==> src/rtl/rfrac_out_packer_if.sv <==
// Bundle of the stage-2 input digits and the output FIFO handshake for
// rfrac_out_packer. The master side produces digits and consumes words;
// the slave side is the packer itself.
interface rfrac_out_packer_if #(
    parameter int DW = 16
);
    // Stage-2 pipeline inputs (fixed latency, no backpressure)
    logic            in_valid;
    logic            sign_in;
    logic [DW-1:0]   B0_in;
    logic [DW-1:0]   B1_in;
    logic [DW-1:0]   B2_in;
    logic [DW-1:0]   B3_in;
    logic            OV1_in;
    logic [17:0]     OV2_in;

    // Output side (show-ahead FIFO head)
    logic            out_valid;
    logic            out_ready;
    logic [4*DW-1:0] out_data;
    logic            out_sat;

    // Status
    logic [7:0]      drop_cnt;
    logic [7:0]      sat_cnt;
    logic            err_sticky;

    modport master (
        output in_valid, sign_in, B0_in, B1_in, B2_in, B3_in, OV1_in, OV2_in,
        output out_ready,
        input  out_valid, out_data, out_sat,
        input  drop_cnt, sat_cnt, err_sticky
    );

    modport slave (
        input  in_valid, sign_in, B0_in, B1_in, B2_in, B3_in, OV1_in, OV2_in,
        input  out_ready,
        output out_valid, out_data, out_sat,
        output drop_cnt, sat_cnt, err_sticky
    );
endinterface

==> src/rtl/rfrac_out_packer.sv <==
// Output packer for the residue-to-binary converter: registers one capture
// stage that packs {B3,B2,B1,B0} (or a saturated value on overflow), then
// queues the word in a small show-ahead FIFO. Words arriving while the FIFO
// is full (and not popping) are dropped and counted.
module rfrac_out_packer #(
    parameter int DEPTH = 4,
    parameter int DW    = 16
) (
    input  logic         clk,
    input  logic         reset_n,
    rfrac_out_packer_if.slave bus
);
    localparam int AW = (DEPTH > 1) ? $clog2(DEPTH) : 1;
    localparam int CW = AW + 1;
    localparam int WW = 4 * DW;

    // Largest positive / most negative two's-complement words of width WW
    localparam logic [WW-1:0] SAT_POS   = {1'b0, {(WW-1){1'b1}}};
    localparam logic [WW-1:0] SAT_NEG   = {1'b1, {(WW-1){1'b0}}};
    localparam logic [CW-1:0] COUNT_MAX = CW'(DEPTH);
    localparam logic [AW-1:0] PTR_ONE   = AW'(1);

    // ------------------------------------------------------------------
    // State
    // ------------------------------------------------------------------
    logic            cap_valid_q, cap_valid_d;
    logic [WW-1:0]   cap_word_q,  cap_word_d;
    logic            cap_sat_q,   cap_sat_d;

    logic [AW-1:0]   wr_ptr_q,    wr_ptr_d;
    logic [AW-1:0]   rd_ptr_q,    rd_ptr_d;
    logic [CW-1:0]   count_q,     count_d;

    logic [7:0]      drop_cnt_q,  drop_cnt_d;
    logic [7:0]      sat_cnt_q,   sat_cnt_d;
    logic            err_q,       err_d;

    // Entry = {saturated flag, packed word}; storage is not reset
    logic [WW:0]     mem [DEPTH];

    // ------------------------------------------------------------------
    // Combinational helpers
    // ------------------------------------------------------------------
    logic            ovf;
    logic [WW-1:0]   packed_word;
    logic            fifo_nonempty;
    logic            fifo_full;
    logic            pop;
    logic            push;
    logic            drop;
    logic [WW:0]     head_entry;

    // Overflow detection and digit packing for the incoming stage-2 word
    always_comb begin
        ovf         = bus.OV1_in | (bus.OV2_in != 18'd0);
        packed_word = {bus.B3_in, bus.B2_in, bus.B1_in, bus.B0_in};
    end

    // Capture stage: latch packed or saturated word whenever in_valid is set
    always_comb begin
        cap_valid_d = bus.in_valid;
        cap_word_d  = cap_word_q;
        cap_sat_d   = cap_sat_q;
        if (bus.in_valid) begin
            if (ovf) begin
                cap_word_d = bus.sign_in ? SAT_NEG : SAT_POS;
                cap_sat_d  = 1'b1;
            end else begin
                cap_word_d = packed_word;
                cap_sat_d  = 1'b0;
            end
        end
    end

    // FIFO push/pop decisions; a full FIFO still accepts if it pops this edge
    always_comb begin
        fifo_nonempty = (count_q != '0);
        fifo_full     = (count_q == COUNT_MAX);
        pop           = fifo_nonempty & bus.out_ready;
        push          = cap_valid_q & (~fifo_full | pop);
        drop          = cap_valid_q & ~push;
    end

    // Pointer and occupancy update; pointers wrap naturally at DEPTH
    always_comb begin
        wr_ptr_d = wr_ptr_q;
        rd_ptr_d = rd_ptr_q;
        count_d  = count_q;
        if (push) begin
            wr_ptr_d = wr_ptr_q + PTR_ONE;
        end
        if (pop) begin
            rd_ptr_d = rd_ptr_q + PTR_ONE;
        end
        case ({push, pop})
            2'b10:   count_d = count_q + CW'(1);
            2'b01:   count_d = count_q - CW'(1);
            default: count_d = count_q;
        endcase
    end

    // Saturating status counters and sticky error flag
    always_comb begin
        drop_cnt_d = drop_cnt_q;
        sat_cnt_d  = sat_cnt_q;
        err_d      = err_q | drop;
        if (drop && (drop_cnt_q != 8'hFF)) begin
            drop_cnt_d = drop_cnt_q + 8'd1;
        end
        if (push && cap_sat_q && (sat_cnt_q != 8'hFF)) begin
            sat_cnt_d = sat_cnt_q + 8'd1;
        end
    end

    // ------------------------------------------------------------------
    // Registers
    // ------------------------------------------------------------------

    // All control state, cleared immediately by reset_n
    always_ff @(posedge clk or negedge reset_n) begin
        if (!reset_n) begin
            cap_valid_q <= 1'b0;
            cap_word_q  <= '0;
            cap_sat_q   <= 1'b0;
            wr_ptr_q    <= '0;
            rd_ptr_q    <= '0;
            count_q     <= '0;
            drop_cnt_q  <= 8'd0;
            sat_cnt_q   <= 8'd0;
            err_q       <= 1'b0;
        end else begin
            cap_valid_q <= cap_valid_d;
            cap_word_q  <= cap_word_d;
            cap_sat_q   <= cap_sat_d;
            wr_ptr_q    <= wr_ptr_d;
            rd_ptr_q    <= rd_ptr_d;
            count_q     <= count_d;
            drop_cnt_q  <= drop_cnt_d;
            sat_cnt_q   <= sat_cnt_d;
            err_q       <= err_d;
        end
    end

    // FIFO storage write; push is never asserted while reset holds the
    // capture stage empty, so no reset term is needed here
    always_ff @(posedge clk) begin
        if (push) begin
            mem[wr_ptr_q] <= {cap_sat_q, cap_word_q};
        end
    end

    // ------------------------------------------------------------------
    // Outputs
    // ------------------------------------------------------------------

    // Show-ahead head; masked to zero when empty so stale storage never shows
    always_comb begin
        head_entry     = mem[rd_ptr_q];
        bus.out_valid  = fifo_nonempty;
        bus.out_data   = fifo_nonempty ? head_entry[WW-1:0] : '0;
        bus.out_sat    = fifo_nonempty & head_entry[WW];
        bus.drop_cnt   = drop_cnt_q;
        bus.sat_cnt    = sat_cnt_q;
        bus.err_sticky = err_q;
    end

endmodule
==> src/flat_wrapper.sv <==
// flat-port wrapper written by rule: the top's interface ports become plain ports
module rfrac_out_packer_flat 
#(
    parameter int DEPTH = 4,
    parameter int DW    = 16
)
  (clk, reset_n, bus_in_valid, bus_sign_in, bus_B0_in, bus_B1_in, bus_B2_in, bus_B3_in, bus_OV1_in, bus_OV2_in, bus_out_ready, bus_out_valid, bus_out_data, bus_out_sat, bus_drop_cnt, bus_sat_cnt, bus_err_sticky);
  rfrac_out_packer_if #(.DW(DW)) bus_i ();
  input  logic clk;
  input  logic reset_n;
  input wire logic [$bits(bus_i.in_valid)-1:0] bus_in_valid;
  input wire logic [$bits(bus_i.sign_in)-1:0] bus_sign_in;
  input wire logic [$bits(bus_i.B0_in)-1:0] bus_B0_in;
  input wire logic [$bits(bus_i.B1_in)-1:0] bus_B1_in;
  input wire logic [$bits(bus_i.B2_in)-1:0] bus_B2_in;
  input wire logic [$bits(bus_i.B3_in)-1:0] bus_B3_in;
  input wire logic [$bits(bus_i.OV1_in)-1:0] bus_OV1_in;
  input wire logic [$bits(bus_i.OV2_in)-1:0] bus_OV2_in;
  input wire logic [$bits(bus_i.out_ready)-1:0] bus_out_ready;
  output wire logic [$bits(bus_i.out_valid)-1:0] bus_out_valid;
  output wire logic [$bits(bus_i.out_data)-1:0] bus_out_data;
  output wire logic [$bits(bus_i.out_sat)-1:0] bus_out_sat;
  output wire logic [$bits(bus_i.drop_cnt)-1:0] bus_drop_cnt;
  output wire logic [$bits(bus_i.sat_cnt)-1:0] bus_sat_cnt;
  output wire logic [$bits(bus_i.err_sticky)-1:0] bus_err_sticky;
  assign bus_i.in_valid = bus_in_valid;
  assign bus_i.sign_in = bus_sign_in;
  assign bus_i.B0_in = bus_B0_in;
  assign bus_i.B1_in = bus_B1_in;
  assign bus_i.B2_in = bus_B2_in;
  assign bus_i.B3_in = bus_B3_in;
  assign bus_i.OV1_in = bus_OV1_in;
  assign bus_i.OV2_in = bus_OV2_in;
  assign bus_i.out_ready = bus_out_ready;
  assign bus_out_valid = bus_i.out_valid;
  assign bus_out_data = bus_i.out_data;
  assign bus_out_sat = bus_i.out_sat;
  assign bus_drop_cnt = bus_i.drop_cnt;
  assign bus_sat_cnt = bus_i.sat_cnt;
  assign bus_err_sticky = bus_i.err_sticky;
  rfrac_out_packer #(.DEPTH(DEPTH), .DW(DW)) u_core (.clk(clk), .reset_n(reset_n), .bus(bus_i));
endmodule
==> config.mk <==
export PLATFORM = sky130hd
export DESIGN_NAME = rfrac_out_packer_flat
export DESIGN_NICKNAME = d
export VERILOG_FILES = /design/src/rtl/rfrac_out_packer_if.sv /design/src/rtl/rfrac_out_packer.sv /design/src/flat_wrapper.sv
export SDC_FILE = /design/constraint.sdc
export NUM_CORES = 1
export LEC_CHECK = 0
export ABC_AREA = 0
export CAP_MARGIN = 20
export CORE_UTILIZATION = 45
export DETAILED_ROUTE_END_ITERATION = 10
export HOLD_SLACK_MARGIN = 0.1
export PLACE_DENSITY = 0.69
export SETUP_SLACK_MARGIN = 0.05
export SLEW_MARGIN = 5
export SYNTH_ARGS = -nofsm -noshare
export SYNTH_HDL_FRONTEND = slang
export SYNTH_SLANG_ARGS = --single-unit
==> constraint.sdc <==
create_clock -name clk -period 3 [get_ports clk]
set_clock_uncertainty 0.05 [all_clocks]
set_input_delay 0.6 -clock clk [delete_from_list [all_inputs] [get_ports clk]]
set_output_delay 0.6 -clock clk [all_outputs]
set_load 0.005 [all_outputs]
# Yosys cells after proc, flatten, opt, wreduce, memory -nomap -nowiden
# Memories as Yosys holds them, arrays and structs flattened.
# Index checks and enable logic that the tools add are counted.
dict set report classes {
  add_sub_neg 6
  eq_ne 5
  mux 7
  bitwise 9
  reduce_logical 6
}
# operator n
set op_table {}
lappend op_table {{$mux 64} 3}
lappend op_table {{$reduce_bool 18->1} 1}
lappend op_table {{$add 8x1->8 const B} 2}
lappend op_table {{$ne 8x8->1 const B} 2}
lappend op_table {{$pmux 3 s2} 1}
lappend op_table {{$add 2x1->2 const B} 2}
lappend op_table {{$and 1x1->1} 4}
lappend op_table {{$add 3x1->3 const B} 1}
lappend op_table {{$eq 3x3->1 const B} 1}
lappend op_table {{$logic_and 1x1->1} 3}
lappend op_table {{$mux 1} 3}
lappend op_table {{$or 1x1->1} 3}
lappend op_table {{$reduce_bool 3->1} 1}
lappend op_table {{$sub 3x1->3 const B} 1}
lappend op_table {{$eq 2x1->1 const B} 1}
lappend op_table {{$eq 2x2->1 const B} 1}
lappend op_table {{$not 1->1} 2}
lappend op_table {{$reduce_bool 2->1} 1}
dict set report totals {
  reg_bits 90
  mem_bits_rw 260
  input_bits 88
  output_inout_bits 83
  wordCells 43
  memories 1
}
# name depth width read_ports rd_clocked_by_memory_dff write_ports line
set memory_table {}
lappend memory_table {u_core.mem 4 65 1 0 1 rfrac_out_packer.sv:39} ;# logic [WW:0] mem [DEPTH];

# Logic depth before layout (Yosys ltp)
# Gate-level depths: netlist of run 1.
dict set report depth {
  word_depth 7
  ltp_mapped 9
  ltp_nobuf 7
}

# Least setup slack after synthesis of run 1
# OpenSTA, ideal clock, no wires.
dict set report synth_path {
  kind {in2reg}
  startpoint {in bus_out_ready}
  endpoint {mem u_core.mem[2][0] (netlist name) (enable)}
  setup_ns 0.430
  arrival_time_ns 2.685
  required_ns 2.520
  path_slack_ns -0.165
  cell_stages 4
  n_path_buf 1
  cell_sequence {buf_2 -> nor4b_1 -> nor2b_1 -> and2_1}
}
dict set report synth_via {
  elab_chain_len 5
}
# element line
set synth_rtl {}
lappend synth_rtl {{start, declared} flat_wrapper.sv:19} ;# input wire logic [$bits(bus_i.out_ready)-1:0] bus_out_ready;
lappend synth_rtl {{$and 1x1->1} rfrac_out_packer.sv:79} ;# pop = fifo_nonempty & bus.out_ready;
lappend synth_rtl {{$or 1x1->1} rfrac_out_packer.sv:80} ;# push = cap_valid_q & (~fifo_full | pop);
lappend synth_rtl {{$and 1x1->1} rfrac_out_packer.sv:80}
lappend synth_rtl {{$mux 1} rfrac_out_packer.sv:147} ;# if (push) begin
lappend synth_rtl {{$mux 1 (implied by the code)} rfrac_out_packer.sv:148} ;# mem[wr_ptr_q] <= {cap_sat_q, cap_word_q};
lappend synth_rtl {{end, declared} rfrac_out_packer.sv:39}
# Every way passes these cells.

# Worst setup path after layout of run 1
dict set report layout_path {
  startpoint {reg u_core.rd_ptr_q[0]}
  endpoint {out bus_out_data[52]}
}
dict set report layout_via {
  elab_chain_len 2
}
# element line
set layout_rtl {}
lappend layout_rtl {{start, declared} rfrac_out_packer.sv:31} ;# logic [AW-1:0] rd_ptr_q, rd_ptr_d;
lappend layout_rtl {{start signal, assigned} rfrac_out_packer.sv:136} ;# rd_ptr_q <= rd_ptr_d;
lappend layout_rtl {{$mem_v2 4x65} n/a}
lappend layout_rtl {{$mux 64} rfrac_out_packer.sv:160} ;# bus.out_data = fifo_nonempty ? head_entry[WW-1:0] : '0;
lappend layout_rtl {{end, declared} flat_wrapper.sv:21} ;# output wire logic [$bits(bus_i.out_data)-1:0] bus_out_data;
# Every way passes these cells.

==> results.txt, run 1 <==
- Number of clock buffers inserted by TritonCTS: 36
- 171 I/O pins were placed.
* Outcome: completed
* Largest net degree at the start of global routing: 64
* Adder-cell area share of the yosys netlist: 0.692%
- Crit-path slowest cell: sky130_fd_sc_hd__dfrtp_4
* Largest delay share family, worst path: buffers and inverters
- Peak per-stage delay on the critical path: 0.49 ns
- Setup Slack @ Placement: 0.284 ns
* Total of buffers placed on input and output ports: 170
- Number of flip-flops and latches in the synthesized netlist: between 300 and 400
- Worst EP arrival: between 2 and 2.5 ns
- Number of cell rows: 63
- The post-route netlist has between 20% and 30% of its cells at a drive strength greater than 1.
- The die is 177 um tall.
- After floorplanning, the core was sized to cover between 0.02 and 0.03 mm2.
- In this run the static leakage power is 0.00651 uW.
- At the pin with the least slew margin, the transition time is 0.635 ns.
- Setup repair after global routing left no endpoint under its margin.
- Timing-limited maximum frequency: 345 MHz
* Count of synthesis-stage warnings from yosys: 0
* Simple-gate area share of the yosys netlist: under 10%
* CTS H-Tree Depth: 2
- Once placement finished, the instance area stood at 0.0161 mm2.
* Die area: approximately 0.031 mm2
* Worst relative slew slack: 57.6%
- Share of the clock period used by the worst path after layout: 96.7%
- GRT Util Overall: 19.9%
- The routed layout has 7,424 vias.
- Vias in the first global route: 7,769
- The congestion estimate from routability-driven global placement came to 0.740.
* Class of the tightest hold or removal check: flop to flop
- The first global-routing pass estimated ~46,000 um of wire.
- Sequential share of the synthesized area: between 70% and 80%
* WS Path Type: flop to output pin
- Clk Latency, worst-skew pair: about 0.51 ns
- Number of iterations in the first detailed-routing pass: 4
- Once detail routing completed, the nets flagged for antenna violations numbered 0.
- Counting every sink on the clock net gives 350.
- After routing the design area is 0.0176 mm2.
* Maximum number of buffers from clock root to sink: 3
- Compound-Gate Fraction of Synth Area: 5.56%
- Routed wire length: roughly 30,000 um
- Setup violations remaining at the end of the flow were counted as 0.
- Data required time of the critical path: 2.35 ns
- CP Launch Type: flop
* Crit path buf inv count: 4
- In the routed layout, each cell is associated on average with a via count of 5.52.
- DIE WIDTH: ~180 um
* Utilization after layout: 59.1%
- After synthesis, the largest family of logic cells by area is multiplexers.
- CTS Root Buffer Type: sky130_fd_sc_hd__clkbuf_16
* Post-synthesis area per instance: just under 20 um2
- The worst setup path is captured at an output pin.
- Max Slew Vio Count: 0
* Antenna fix cells: 0
- Average detailed-routed wire length per instance: 22.2 um
* Max-cap violations: 0
- Xor-xnor portion of the synthesized cell area: between 1 and 1.5%
- TritonCTS built the clock tree.
- Multiplexer share of the synthesized area: 10.8%
- Minimum setup slack in the final design: 0.0982 ns
- Post-synthesis cell type count: 44
- Remaining routing DRC violations: 0
* Mapped Area: 0.0137 mm2
* Cell-by-cell trace of the critical path: buf_6, buf_12, buf_4, mux4_2, and2_1, dlygate4sd2_1
- Pwr per Cell Area: ~930 mW/mm2
- After clock tree synthesis, the clock-pin slew on the worst setup and hold paths is 0.06 ns.
- Leftover overflow at the end of global routing: 0
* Top fanout value on the critical path: 10
- For this configuration, the core starts out at a cell density of 46.1%.
* Clock period minus final worst setup slack: 2.90 ns
- The number of nets in the synthesized netlist is 795.
- Summed over all nets, the half-perimeter wirelength after detailed placement is 17,100 um.
* Number of antenna violations at the first check in global routing: 0
- From synthesis to final layout, the design area changed by 28.2%.
- Final hold violations: 0
* Starting DRT DRC Count: 551
* Maximum vdd drop: 0.467 mV
* Cell count after synthesis: 700
- Total number of nets in the final design: between 1,000 and 1,500
## metal layers
metal	up-vias	global-route usage, %	share of wire (%)
met3	34	3.57	5.5
met5	-	0	0
li1	3299	-	-
met4	0	5.24	1.4
met2	219	33.5	50
met1	3872	26.8	43
## kinds of logic after synthesis
logic type / count (synthesis)
AND/OR/NAND/NOR: 126
buffers and inverters: 53
multiplexers: 67
XOR/XNOR: 17
AO/OA/AOI/OAI: 80
adder cells (fa/ha/maj): 7
flip-flops: 350
## path summary, 6_finish.rpt
kind / start / end / slack, ns / cells past startpoint
min: u_core.bus.sat_cnt[7] / u_core.bus.sat_cnt[7] / 0.44 / 1
max reg2reg: u_core.count_q[2] / u_core.mem[2][61] / 0.83 / 4
min in group asynchronous: reset_n / u_core.bus.drop_cnt[6] / 0.61 / 2
max: u_core.rd_ptr_q[0] / bus_out_data[52] / 0.1 / 6
max in group asynchronous: reset_n / u_core.count_q[1] / 1.51 / 3
min reg2reg: u_core.bus.sat_cnt[7] / u_core.bus.sat_cnt[7] / 0.44 / 1
## state kept, by name (all words and copies together), names as in the netlist
| signal | flops |
|---|---|
| u_core.count_q | 3 |
| u_core.bus.drop_cnt | 8 |
| u_core.cap_sat_q | 1 |
| u_core.bus.sat_cnt | 8 |
| u_core.wr_ptr_q | 2 |
| u_core.bus.err_sticky | 1 |
| u_core.mem | 260 |
| u_core.cap_word_q | 64 |
| u_core.rd_ptr_q | 2 |
| u_core.cap_valid_q | 1 |
## Yosys cell counts (all sizes together)
master / number / area share, %
a31o: 1 / 0.064
or3: 1 / 0.046
nand2b: 1 / 0.046
nor2: 11 / 0.30
and4: 3 / 0.21
a31oi: 2 / 0.091
nor4b: 3 / 0.19
dfrtp: 90 / 16
nand2: 8 / 0.22
a21oi: 4 / 0.15
xor2: 5 / 0.32
fa: 1 / 0.15
and3: 3 / 0.17
a211oi: 1 / 0.055
nor2b: 4 / 0.18
o21a: 1 / 0.055
nand3: 6 / 0.22
xnor2: 12 / 0.77
nand4b: 1 / 0.064
buf: 26 / 2.1
nand4: 6 / 0.27
a221o: 63 / 4.6
clkbuf: 18 / 0.49
o21ai: 4 / 0.15
a32oi: 1 / 0.064
ha: 6 / 0.55
o2111ai: 2 / 0.13
and2: 72 / 3.3
nor3b: 2 / 0.11
inv: 9 / 0.25
edfxtp: 260 / 57
nor3: 1 / 0.036
mux4: 65 / 11
nor4: 4 / 0.40
mux2: 2 / 0.16
a311oi: 1 / 0.19
## layout by cell type, fill, tap and decap left out, types with 4 or more instances in the layout
cell type	instances
sky130_fd_sc_hd__clkbuf_16	37
sky130_fd_sc_hd__and2_1	53
sky130_fd_sc_hd__nand3_1	6
sky130_fd_sc_hd__nand4_1	6
sky130_fd_sc_hd__mux4_2	65
sky130_fd_sc_hd__edfxtp_1	260
sky130_fd_sc_hd__nand2_1	8
sky130_fd_sc_hd__clkinv_2	4
sky130_fd_sc_hd__dlymetal6s2s_1	14
sky130_fd_sc_hd__ha_1	6
sky130_fd_sc_hd__clkbuf_1	10
sky130_fd_sc_hd__buf_12	25
sky130_fd_sc_hd__buf_4	33
sky130_fd_sc_hd__and2_4	19
sky130_fd_sc_hd__clkdlybuf4s50_1	104
sky130_fd_sc_hd__a221o_1	60
sky130_fd_sc_hd__xnor2_1	12
sky130_fd_sc_hd__o21ai_0	4
sky130_fd_sc_hd__nor2_1	11
sky130_fd_sc_hd__nor2b_1	4
sky130_fd_sc_hd__dlygate4sd2_1	35
sky130_fd_sc_hd__dfrtp_1	85
sky130_fd_sc_hd__xor2_1	5
sky130_fd_sc_hd__a21oi_1	4
sky130_fd_sc_hd__inv_1	8
sky130_fd_sc_hd__clkdlybuf4s15_1	11
sky130_fd_sc_hd__clkbuf_8	6
## worst reg2reg max path, cell delays in order (launching register included)
cell                      delay [ns]
sky130_fd_sc_hd__dfrtp_2        0.46
sky130_fd_sc_hd__nor4b_1        0.18
sky130_fd_sc_hd__nor2b_1        0.51
sky130_fd_sc_hd__and2_4         0.41
sky130_fd_sc_hd__buf_4          0.26
## power by group
part           switching, uW  leakage [uW]  internal, uW
Combinational           2290       0.00247          3290
Sequential               374       0.00348          6230
Clock                   1730      0.000554          2510
Total                   4390       0.00651         12000
## metrics by stage
step / cells / TNS [ns] / hold WS [ns] / total power (uW)
after detailed placement: 1249 / 0 / 0.436 / 12100
after floorplan: 700 / 0 / 0.254 / 9260
after global placement: 1249 / 0 / 0.405 / 12000
final: 1345 / 0 / 0.445 / 16400
after global routing: 1345 / 0 / 0.470 / 17200
after CTS: 1328 / -0.105 / 0.453 / 16300
## final cells by class
cell class | count | area, um2
multi-input combinational | 297 | 3340
fill | 2234 | 12200
clock inverter | 11 | 86.3
inverter | 9 | 33.8
sequential | 350 | 10100
tap | 390 | 488
clock buffer | 53 | 1050
timing repair buffer | 235 | 2550
## repair_timing
action,CTS,global route
gates cloned,3,0
setup endpoints to repair,65,22
setup buffers,11,17
gates resized for setup,74,45
hold endpoints to repair,37,0
pin swaps,3,12
hold buffers,1,0
Note: power is estimated with default switching activity, not from simulation.
==> run 2, diff against run 1 <==
- RECOVER_POWER: not set -> 25
==> results of run 2 <==
Same layout as run 1: the final DEF is identical, and so are final timing and power.
